### config.mk
export PLATFORM = sky130hd
export DESIGN_NAME = fifo_wr_arb
export DESIGN_NICKNAME = d
export VERILOG_FILES = /design/src/rtl/fifo_wr_arb.sv
export SDC_FILE = /design/constraint.sdc
export NUM_CORES = 1
export LEC_CHECK = 0
export ABC_AREA = 1
export BUFFER_PORTS_ARGS = -buffer_cell sky130_fd_sc_hd__buf_2
export CAP_MARGIN = 20
export CORE_UTILIZATION = 47
export CTS_BUF_LIST = sky130_fd_sc_hd__clkbuf_8 sky130_fd_sc_hd__clkbuf_16
export DETAILED_ROUTE_END_ITERATION = 16
export GPL_TIMING_DRIVEN = 0
export PLACE_DENSITY_LB_ADDON = 0.3
export SLEW_MARGIN = 15
export SYNTH_ARGS = -nofsm -noshare
export SYNTH_HDL_FRONTEND = slang
export SYNTH_SLANG_ARGS = --single-unit
### constraint.sdc
create_clock -name wclk -period 3.4 [get_ports wclk]
set_input_delay 0 -clock wclk [delete_from_list [all_inputs] [get_ports wclk]]
set_output_delay 0 -clock wclk [all_outputs]
set_load 0.05 [all_outputs]
### src/rtl/fifo_wr_arb.sv
// -----------------------------------------------------------------------------
// fifo_wr_arb
//   Round-robin burst arbiter sharing the async_fifo write port among NREQ
//   requesters in the wclk domain. A grant is held until the owner's word
//   marked `last` is written. Each burst costs one arbitration cycle in IDLE.
//   wfull back-pressure holds the pending word until it can be written.
//
// Optional feature (macro FIFO_ARB_WDOG_EN):
//   Stall watchdog. Counts GRANT cycles in which the owner is not requesting.
//   Reaching TMO aborts the burst, pulses err and moves the rr pointer past
//   the aborted owner. Without the macro, err is tied low.
//
// Parameters
//   DSIZE  data word width (matches async_fifo)
//   NREQ   number of requesters, 2..8
//   TMO    watchdog stall limit in cycles, 1..255 (watchdog build only)
//
// Ports
//   wclk   in   write-domain clock
//   wrst   in   asynchronous active-high reset
//   req    in   per-requester word valid
//   last   in   per-requester end-of-burst flag, qualified by req
//   din    in   per-requester data, requester i on [i*DSIZE +: DSIZE]
//   ack    out  one-hot word-accepted strobe (combinational)
//   owner  out  one-hot current grant (registered), 0 when idle
//   busy   out  high while a burst is granted (registered)
//   err    out  one-cycle watchdog abort pulse (registered)
//   wfull  in   FIFO full flag
//   winc   out  FIFO write strobe, = |ack
//   wdata  out  owner's data slice, zero when idle
// -----------------------------------------------------------------------------
module fifo_wr_arb #(
    parameter int DSIZE = 8,
    parameter int NREQ  = 4,
    parameter int TMO   = 16
) (
    input  logic                  wclk,
    input  logic                  wrst,
    input  logic [NREQ-1:0]       req,
    input  logic [NREQ-1:0]       last,
    input  logic [NREQ*DSIZE-1:0] din,
    output logic [NREQ-1:0]       ack,
    output logic [NREQ-1:0]       owner,
    output logic                  busy,
    output logic                  err,
    input  logic                  wfull,
    output logic                  winc,
    output logic [DSIZE-1:0]      wdata
);

    localparam int PW = (NREQ > 1) ? $clog2(NREQ) : 1;
    localparam int CW = PW + 1;

    typedef enum logic {IDLE, GRANT} state_t;

    state_t          state, state_nxt;
    logic [NREQ-1:0] owner_nxt;
    logic [PW-1:0]   idx, idx_nxt;      // binary index of the current owner
    logic [PW-1:0]   rr_ptr, rr_nxt;    // first requester to consider next
    logic [PW-1:0]   pick;
    logic            pick_vld;
    logic [CW-1:0]   cand;
    logic            done;
    logic            abort;

    function automatic logic [PW-1:0] next_idx(input logic [PW-1:0] i);
        return (i == PW'(NREQ - 1)) ? '0 : i + 1'b1;
    endfunction

    // Owner is only non-zero in GRANT, so masking with it gates ack to GRANT.
    assign ack  = wfull ? '0 : (req & owner);
    assign winc = |ack;
    assign done = |(ack & last);

    always_comb begin
        wdata = '0;
        for (int i = 0; i < NREQ; i++) begin
            if (owner[i]) wdata = din[i*DSIZE +: DSIZE];
        end
    end

    // Rotating priority search starting at rr_ptr, wrapping modulo NREQ.
    always_comb begin
        pick     = '0;
        pick_vld = 1'b0;
        cand     = '0;
        for (int k = 0; k < NREQ; k++) begin
            cand = {1'b0, rr_ptr} + CW'(k);
            if (cand >= CW'(NREQ)) cand = cand - CW'(NREQ);
            if (!pick_vld && req[cand[PW-1:0]]) begin
                pick     = cand[PW-1:0];
                pick_vld = 1'b1;
            end
        end
    end

    // NOTE: every combinational output gets a default before the case so no
    // path leaves a signal unassigned, which would otherwise infer a latch.
    always_comb begin
        state_nxt = state;
        owner_nxt = owner;
        idx_nxt   = idx;
        rr_nxt    = rr_ptr;
        case (state)
            IDLE: begin
                if (pick_vld) begin
                    state_nxt = GRANT;
                    idx_nxt   = pick;
                    owner_nxt = NREQ'(1) << pick;
                end
            end
            GRANT: begin
                if (done || abort) begin
                    state_nxt = IDLE;
                    owner_nxt = '0;
                    rr_nxt    = next_idx(idx);
                end
            end
            default: state_nxt = IDLE;
        endcase
    end

    // NOTE: registers use non-blocking assignments so all state updates see
    // the pre-edge values, independent of statement order.
    always_ff @(posedge wclk or posedge wrst) begin
        if (wrst) begin
            state  <= IDLE;
            owner  <= '0;
            idx    <= '0;
            rr_ptr <= '0;
            busy   <= 1'b0;
        end else begin
            state  <= state_nxt;
            owner  <= owner_nxt;
            idx    <= idx_nxt;
            rr_ptr <= rr_nxt;
            busy   <= (state_nxt == GRANT);
        end
    end

`ifdef FIFO_ARB_WDOG_EN
    logic [7:0] stall_cnt;
    logic       stall;
    logic       err_q;

    // Only cycles where the owner has no word count; a full FIFO with a
    // pending word neither counts nor clears.
    assign stall = (state == GRANT) && !(|(req & owner));
    assign abort = stall && ((stall_cnt + 8'd1) == 8'(TMO));
    assign err   = err_q;

    always_ff @(posedge wclk or posedge wrst) begin
        if (wrst) begin
            stall_cnt <= '0;
            err_q     <= 1'b0;
        end else begin
            err_q <= abort;
            if (state != GRANT || winc || abort) stall_cnt <= '0;
            else if (stall)                      stall_cnt <= stall_cnt + 8'd1;
        end
    end
`else
    assign abort = 1'b0;
    assign err   = 1'b0;
`endif

endmodule
==> results of run 1 <==
cell usage after synthesis, drive strengths merged:
library cell	n
inv	14
nor2	20
ha	1
dfrtp	9
a21oi	17
nor3	2
nand2	84
buf	7
conb	1
o21ai	6
nand3	9
or4	1
a21o	8
nand4	3
cells by family (layout without fill, tap and decap cells):
logic type,Yosys count,after routing,synth area share [%]
fa+ha+maj,1,1,1.18
other cells,1,1,0.354
buf+inv,21,86,9.69
simple gates,119,119,50.9
compound gates,31,31,16.5
flops,9,9,21.3
metal layers:
layer,GRT usage [%],vias up
met1,32.1,596
met3,4.94,2
met2,42.5,47
met5,0,-
li1,-,712
met4,3.81,0
power by group:
group | total (uW) | switching (uW) | leakage (uW) | internal, uW
combinational | 1310 | 946 | 0.000720 | 364
sequential | 193 | 39.1 | 0.000113 | 153
clock | 118 | 39.4 | 0.0000269 | 78.4
what timing repair did:
action | 4_1_cts | 5_1_grt
endpoints found under the hold margin | 9 | 0
hold buffers | 1 | 0
gates resized for setup | 0 | 0
stage by stage:
step                cell area (um2)  worst slack [ns]
floorplan                      1060             0.855
global placement               1390              1.77
detailed placement             1390              1.76
CTS                            1450              1.50
global route                   1450              1.32
finish                         1450              1.49
final timing paths:
kind	start	end	slack [ns]	depth (start not counted)
min in group wclk	last[0]	state	0.31	6
max	owner[1]	wdata[2]	1.49	6
max reg2reg	owner[3]	owner[3]	1.87	10
max in group asynchronous	wrst	owner[0]	2.88	3
min reg2reg	idx[1]	idx[1]	0.52	2
min	wrst	owner[3]	0.27	3
layout make-up:
type,count,area (um2)
plain buffers,7,50.0
clock buffers,3,41.3
clock inverters,1,3.75
fillers,207,594
inverters,14,52.6
multi-input cells,152,731
flip-flops and latches,9,225
well taps,27,33.8
repair buffers,61,310
state kept, by name, indices dropped and copies added (netlist names):
signal / count
owner: 4
idx: 2
rr_ptr: 2
state: 1
worst max-delay path, delay by kind of cell, from the launching register on:
family	cells	cell delay, ns
buffers and inverters	2	0.47
and+or+nand+nor	2	0.53
AOI/OAI and AO/OA	2	0.30
DFF	1	0.38
==> impl_metrics.env, run 1 <==
export IMPL_hpwl_mm=2.26
export IMPL_path_max_fanout=10
export IMPL_root_buffer="clkbuf_8"
export IMPL_max_slew_margin_pct=66.0
export IMPL_synth_area_per_cell_um2=5.82
export IMPL_end_kind="primary output"
export IMPL_fp_row_count=16
export IMPL_coreArea_um2=2040
export IMPL_maxCapViolations=0
export IMPL_first_global_vias=1166
export IMPL_drive_gt1_share_pct=36.4
export IMPL_syn_area_um2=1060
export IMPL_dr_pass1_iters=4
export IMPL_gp_congestion=0.911
export IMPL_ios=62
export IMPL_syn_num_nets=226
export IMPL_grt_start_max_net_pins=11
export IMPL_post_route_util_pct=70.9
export IMPL_setup_tns_ns=0
export IMPL_cts_sinks=9
export IMPL_fin_worst_hold_slack_ns=0.269
export IMPL_grt_pass1_wl_mm=4.84
export IMPL_cp_arrival_ns=1.91
export IMPL_ctsHtreeMaxLevel=1
export IMPL_dr_wl_met2_mm=1.37
export IMPL_post_cts_setup_buffers=0
export IMPL_ir_drop_mv=0.909
export IMPL_grt_usage_pct=24.6
export IMPL_fmax_mhz=525
export IMPL_grt_setup_unrepaired="false"
export IMPL_die_area_um2=2450
export IMPL_drcViolationCount=0
export IMPL_synth_top_area_share_pct=26.2
export IMPL_clk_latency_ns=0.23
export IMPL_floorplan_initialDensity_pct=51.8
export IMPL_yosysTopAreaCell="nand2_1"
export IMPL_p_per_area_nw_per_um2=1120
export IMPL_synth_distinct_cells=23
export IMPL_synth_cells=182
export IMPL_wl_met1_mm=1.26
export IMPL_p_leak_uw=0.000860
export IMPL_synthTopCellsByArea="nand2_1 (26%), dfrtp_1 (21%), a21oi_1 (8.0%), a21o_1 (5.7%), nand2_2 (5.3%)"
export IMPL_fin_cells=274
export IMPL_mostFrequentLayoutCell="nand2_1"
export IMPL_hold_viol_final=0
export IMPL_slowest_stage="nor2_1"
export IMPL_crit_top_cell="buf_2"
export IMPL_highest_layer="met4"
export IMPL_required_ns=3.40
export IMPL_hp_class="primary input to async pin"
export IMPL_area_growth_pct=36.8
export IMPL_clkTransAtPathRegs_ns=0.05
export IMPL_antenna_found_initial=0
export IMPL_tightestPinTransition_ns=0.509
export IMPL_vias_per_cell=4.95
export IMPL_drt_initial_drc_count=30
export IMPL_synth_warnings=0
export IMPL_n_antenna_cell=0
export IMPL_total_power_uw=1620
export IMPL_nets=292
export IMPL_num_vias=1357
export IMPL_drtAntennaViolNets=0
export IMPL_wl_mm=2.84
export IMPL_ys_ff_latch=9
export IMPL_die_h_um=49.5
export IMPL_die_x_um=49.5
export IMPL_grt_overflow_total=0
export IMPL_period_needed_ns=1.91
export IMPL_final_cell_mix="nand2_1 (74), buf_2 (64), a21oi_1 (17), nor2_1 (15), inv_1 (11)"
export IMPL_cts_tree="yes"
export IMPL_placed_cells=269
export IMPL_yosysSeqAreaShare_pct=21.3
export IMPL_status="finished clean"
export IMPL_crit_type="flip-flop to primary output"
export IMPL_finClkSkew_ns=0.00521
export IMPL_io_buffers=60
export IMPL_cts_max_path_buffers=2
export IMPL_worstPathCellList="buf_2 > nor2_1 > nand2_1 > a21o_1 > a21oi_1 > buf_2"
export IMPL_maxSlewViolCount=0
export IMPL_setup_viol=0
export IMPL_wl_per_cell_um=10.3
export IMPL_wl_met3_um=187
export IMPL_numCtsBuffers=3
export IMPL_slowest_delay_ns=0.43
export IMPL_period_share_pct=56.1
export IMPL_start_kind="flip-flop"
Note: power is estimated with default switching activity, not from simulation.
==> run 2, diff against run 1 <==
--- a/config.mk
+++ b/config.mk
@@ -8,7 +8,7 @@
 export ABC_AREA = 1
 export BUFFER_PORTS_ARGS = -buffer_cell sky130_fd_sc_hd__buf_2
 export CAP_MARGIN = 20
-export CORE_UTILIZATION = 47
+export CORE_UTILIZATION = 44
 export CTS_BUF_LIST = sky130_fd_sc_hd__clkbuf_8 sky130_fd_sc_hd__clkbuf_16
 export DETAILED_ROUTE_END_ITERATION = 16
 export GPL_TIMING_DRIVEN = 0
==> constraint.sdc (replaced) <==
create_clock -name wclk -period 1.8 [get_ports wclk]
set_input_delay 0 -clock wclk [delete_from_list [all_inputs] [get_ports wclk]]
set_output_delay 0 -clock wclk [all_outputs]
set_load 0.05 [all_outputs]
==> run 2 against run 1 <==
Against the previous run: sequential power rose by 91%; combinational power up 120%; core utilization grew 0.87 points; setup slack got worse by 1.4 ns; non-clock buffer count did not move; sequential share of layout area down 1.3 points; power grew 110%; die area rose by 6.6%; highest routed layer unchanged; register-to-register slack got worse by 1.6 ns; critical path depth unchanged; clock skew rose by 0.0040 ns; design area is 11% higher; critical path type unchanged.
==> impl_metrics.env, run 2 (same netlist as run 1, synthesis figures left out) <==
export IMPL_hpwl_mm=2.44
export IMPL_die_h_um=51.1
export IMPL_post_cts_setup_buffers=0
export IMPL_fin_cells=275
export IMPL_cts_sinks=9
export IMPL_wl_mm=3.08
export IMPL_drcViolationCount=0
export IMPL_drtAntennaViolNets=0
export IMPL_slowest_delay_ns=0.39
export IMPL_num_vias=1389
export IMPL_area_growth_pct=51.4
export IMPL_start_kind="flip-flop"
export IMPL_gp_congestion=0.838
export IMPL_drive_gt1_share_pct=42.5
export IMPL_finClkSkew_ns=0.00921
export IMPL_largest_register="owner"
export IMPL_first_global_vias=1208
export IMPL_end_kind="primary output"
export IMPL_vias_per_cell=5.05
export IMPL_crit_type="flip-flop to primary output"
export IMPL_fmax_mhz=589
export IMPL_startpoint="owner[1]"
export IMPL_wl_per_cell_um=11.2
export IMPL_setup_tns_ns=0
export IMPL_slowest_stage="dfrtp_1"
export IMPL_hp_class="primary input to async pin"
export IMPL_setup_viol=0
export IMPL_grt_pass1_wl_mm=4.87
export IMPL_worstPathCellList="buf_2 > nor2_4 > nand2_1 > a21o_1 > a21oi_4 > clkbuf_4"
export IMPL_p_per_area_nw_per_um2=2170
export IMPL_numCtsBuffers=3
export IMPL_clkTransAtPathRegs_ns=0.05
export IMPL_path_max_fanout=10
export IMPL_mostFrequentLayoutCell="nand2_1"
export IMPL_grt_setup_unrepaired="false"
export IMPL_r2r_start="rr_ptr[0]"
export IMPL_worst_slack_ns=0.101
export IMPL_required_ns=1.80
export IMPL_coreArea_um2=2230
export IMPL_largest_register_ff_count=4
export IMPL_dr_pass1_iters=4
export IMPL_hold_viol_final=0
export IMPL_post_place_ws_ns=0.0434
export IMPL_maxCapViolations=0
export IMPL_grt_usage_pct=24.4
export IMPL_p_leak_uw=0.000876
export IMPL_cts_tree="yes"
export IMPL_ctsHtreeMaxLevel=1
export IMPL_drt_initial_drc_count=25
export IMPL_clk_latency_ns=0.24
export IMPL_maxSlewViolCount=0
export IMPL_fin_worst_hold_slack_ns=0.280
export IMPL_period_needed_ns=1.70
export IMPL_io_buffers=60
export IMPL_floorplan_initialDensity_pct=47.4
export IMPL_antenna_found_initial=0
export IMPL_nets=292
export IMPL_period_share_pct=94.4
export IMPL_largest_registers="owner (4), idx (2), rr_ptr (2)"
export IMPL_placed_cells=270
export IMPL_die_area_um2=2610
export IMPL_final_cell_mix="nand2_1 (74), buf_2 (58), inv_1 (11), nor2_1 (11)"
export IMPL_ios=62
export IMPL_die_x_um=51.1
export IMPL_total_power_uw=3480
export IMPL_cp_arrival_ns=1.70
export IMPL_status="finished clean"
export IMPL_fp_row_count=17
export IMPL_root_buffer="clkbuf_8"
export IMPL_grt_start_max_net_pins=11
export IMPL_ir_drop_mv=1.62
export IMPL_cts_max_path_buffers=2
export IMPL_n_antenna_cell=0
export IMPL_grt_overflow_total=0
==> run 2: cell count changes in the layout (fill, tap and decap cells not counted), moves of 2 or more <==
cell      change
buf_2         -6
nor2_1        -4
clkbuf_4      +5
dfrtp_1       -2
nor2_2        +2
nor2_4        +2
a21oi_1       -8
nor3_4        +2
dfrtp_2       +2
a21oi_4       +8
==> run 2: worst paths after layout <==
kind,end,slack (ns),cells past startpoint
setup reg to reg,owner[3],0.23,10
setup / recovery,wdata[7],0.10,6
max in group asynchronous,owner[3],1.24,3
hold reg to reg,idx[1],0.51,2
hold / removal,rr_ptr[1],0.28,3
min in group wclk,state,0.30,6
==> run 2: per-stage QoR <==
step	utilization, %	area [um2]
final	71.8	1600
after global routing	71.8	1600
after CTS	71.2	1590
after detailed placement	68.4	1530
after global placement	68.4	1530
after floorplan	-	1190
==> run 2: final cells by class <==
class	count	area [um2]
well taps	28	35.0
fillers	196	631
repair buffers	61	323
flip-flops and latches	9	228
plain buffers	7	56.3
clock buffers	3	41.3
clock inverters	1	3.75
multi-input cells	152	858
inverters	14	57.6
==> run 2: routing by layer <==
metal / vias to the layer above / wire, um / track usage, %
li1: 706 / - / -
met1: 638 / 1350 / 30.6
met3: 5 / 136 / 2.98
met5: - / 0 / 0
met4: 0 / 38 / 6.02
met2: 40 / 1550 / 43.9
==> run 2: power by group <==
part	switching [uW]	total, uW	internal (uW)	leakage, uW
Combinational	1970	2880	909	0.000739
Sequential	76.4	369	293	0.000110
Clock	85.0	234	149	0.0000269
==> run 2: timing repair <==
item	CTS	global route
gates cloned	0	0
hold buffers	1	0
hold endpoints to repair	9	0
pin swaps	0	1
gates resized for setup	2	5
endpoints found under the setup margin	8	5
==> run 2: critical path: cells and delay by family, from the launching register on <==
family,cells,cell delay [ns]
flip-flops,1,0.39
AO/OA/AOI/OAI,2,0.31
AND/OR/NAND/NOR,2,0.30
buffers and inverters,2,0.44
==> run 3, diff against run 2 <==
--- a/config.mk
+++ b/config.mk
@@ -13,6 +13,7 @@
 export DETAILED_ROUTE_END_ITERATION = 16
 export GPL_TIMING_DRIVEN = 0
 export PLACE_DENSITY_LB_ADDON = 0.3
+export SETUP_SLACK_MARGIN = 0.4
 export SLEW_MARGIN = 15
 export SYNTH_ARGS = -nofsm -noshare
 export SYNTH_HDL_FRONTEND = slang
==> run 3 against run 2 <==
Against the previous run: register-to-register slack got worse by 0.03 ns; setup slack gained 0.099 ns; clock skew about the same; combinational power is 34% higher; global-route usage is 5.2 points higher.
==> impl_metrics.env, run 3 (same netlist as run 1, synthesis figures left out) <==
export IMPL_gp_congestion=0.865
export IMPL_post_route_util_pct=89.0
export IMPL_pwr_share_clk_pct=5.3
export IMPL_ir_drop_mv=1.70
export IMPL_die_x_um=51.1
export IMPL_finClkSkew_ns=0.00918
export IMPL_p_per_area_nw_per_um2=2270
export IMPL_nets=310
export IMPL_status="finished clean"
export IMPL_fin_worst_hold_slack_ns=0.266
export IMPL_fp_row_count=17
export IMPL_crit_type="flip-flop to flip-flop"
export IMPL_start_kind="flip-flop"
export IMPL_cts_sinks=9
export IMPL_area_growth_pct=87.8
export IMPL_wl_mm=4.52
export IMPL_vias_per_cell=5.51
export IMPL_maxCapViolations=0
export IMPL_largest_registers="owner (4), idx (2), rr_ptr (2)"
export IMPL_maxSlewViolCount=0
export IMPL_slowest_delay_ns=0.45
export IMPL_mostFrequentLayoutCell="nand2_1"
export IMPL_seq_power_share_pct=9.2
export IMPL_coreArea_um2=2230
export IMPL_crit_top_cell="nand2_1"
export IMPL_ctsHtreeMaxLevel=1
export IMPL_pwr_share_comb_pct=85.5
export IMPL_p_int_uw=1920
export IMPL_die_area_um2=2610
export IMPL_antenna_found_initial=0
export IMPL_total_power_uw=4520
export IMPL_first_global_vias=1376
export IMPL_grt_usage_pct=29.6
export IMPL_dpl_cell_area_um2=1540
export IMPL_required_ns=1.92
export IMPL_path_max_fanout=6
export IMPL_ios=62
export IMPL_hpwl_mm=2.49
export IMPL_drtAntennaViolNets=0
export IMPL_end_kind="flip-flop"
export IMPL_n_antenna_cell=0
export IMPL_grt_start_max_net_pins=11
export IMPL_largest_register_ff_count=4
export IMPL_final_cell_mix="nand2_1 (56), buf_2 (52), nand2_2 (19), buf_6 (16), buf_4 (15)"
export IMPL_wl_per_cell_um=15.4
export IMPL_p_leak_uw=0.00104
export IMPL_grt_overflow_total=0
export IMPL_dr_pass1_iters=4
export IMPL_largest_register="owner"
export IMPL_period_share_pct=88.9
export IMPL_drcViolationCount=0
export IMPL_root_buffer="clkbuf_8"
export IMPL_grt_pass1_wl_mm=5.89
export IMPL_clkTransAtPathRegs_ns=0.05
export IMPL_period_needed_ns=1.60
export IMPL_hold_viol_final=0
export IMPL_grt_setup_unrepaired="true"
export IMPL_drive_gt1_share_pct=60.0
export IMPL_swShare_pct=57.6
export IMPL_floorplan_initialDensity_pct=47.4
export IMPL_design_area_um2=1990
export IMPL_worstPathCellList="inv_2 > buf_6 > nand2_1 > nand3_2 > nand2_2 > nor2_1 > nand2_1 > nand2_1 > nand2_1 > nand3_1 > nand2_1"
export IMPL_hp_class="primary input to async pin"
export IMPL_drt_initial_drc_count=73
export IMPL_clk_latency_ns=0.24
export IMPL_cts_tree="yes"
export IMPL_cts_max_path_buffers=2
export IMPL_num_vias=1615
export IMPL_setup_viol=0
export IMPL_slowest_stage="dfrtp_2"
export IMPL_numCtsBuffers=3
export IMPL_io_buffers=60
export IMPL_cp_arrival_ns=1.72
export IMPL_p_sw_uw=2600
export IMPL_die_h_um=51.1
export IMPL_fmax_mhz=625
## run 3: cell types whose count changed in the layout (fill, tap and decap cells not counted), sizes merged
cell | before | now
clkbuf | 8 | 3
inv | 15 | 14
buf | 62 | 85
clkinv | 0 | 1
## run 3: worst max-delay path: cells and delay by family (launching register included)
family                 cells  cell delay, ns
buffers and inverters      2            0.24
flip-flops                 1            0.45
AND/OR/NAND/NOR            9            0.79
## run 3: power groups by stage
stage	Sequential [uW]	Combinational (uW)	Clock [uW]
after floorplan	514	2180	0
after global placement	374	2780	0
after detailed placement	379	2810	0
after CTS	398	3460	231
after global routing	423	4050	247
final	418	3860	239
## run 3: worst paths after layout
kind	startpoint	endpoint	slack (ns)	depth (start not counted)
max	rr_ptr[0]	owner[3]	0.20	11
min	wrst	owner[3]	0.27	3
max reg2reg	rr_ptr[0]	owner[3]	0.20	11
min reg2reg	idx[1]	idx[1]	0.54	2
max in group asynchronous	wrst	owner[0]	1.24	3
min in group wclk	last[3]	state	0.30	6
## run 3: metrics by stage
stage | worst slack [ns] | TNS, ns | instances
detailed placement | 0.244 | 0 | 270
global route | 0.135 | 0 | 293
CTS | 0.263 | 0 | 287
floorplan | -0.0945 | -0.460 | 182
global placement | 0.270 | 0 | 270
finish | 0.200 | 0 | 293
## run 3: final cells by class
cell class | count | area (um2)
multi-input combinational | 152 | 1010
timing repair buffer | 79 | 520
fill | 114 | 245
sequential | 9 | 233
buffer | 7 | 72.6
inverter | 14 | 70.1
clock buffer | 3 | 41.3
tap | 28 | 35.0
clock inverter | 1 | 3.75
## run 3: timing repair
action                                  4_1_cts  5_1_grt
gates cloned                                  1        0
hold endpoints to repair                      9        0
buffers inserted                             11        6
hold buffers                                  1        0
endpoints found under the setup margin       16       18
pin swaps                                    22       22
resized for setup                            48       30
## run 3: layer usage
layer  GRT usage [%]  vias up  routed length [um]
li1                -      742                   -
met1            33.9      770                1740
met2            55.5       85                2350
met3            5.06       18                 289
met4            8.33        0                 146
met5               0        -                   0
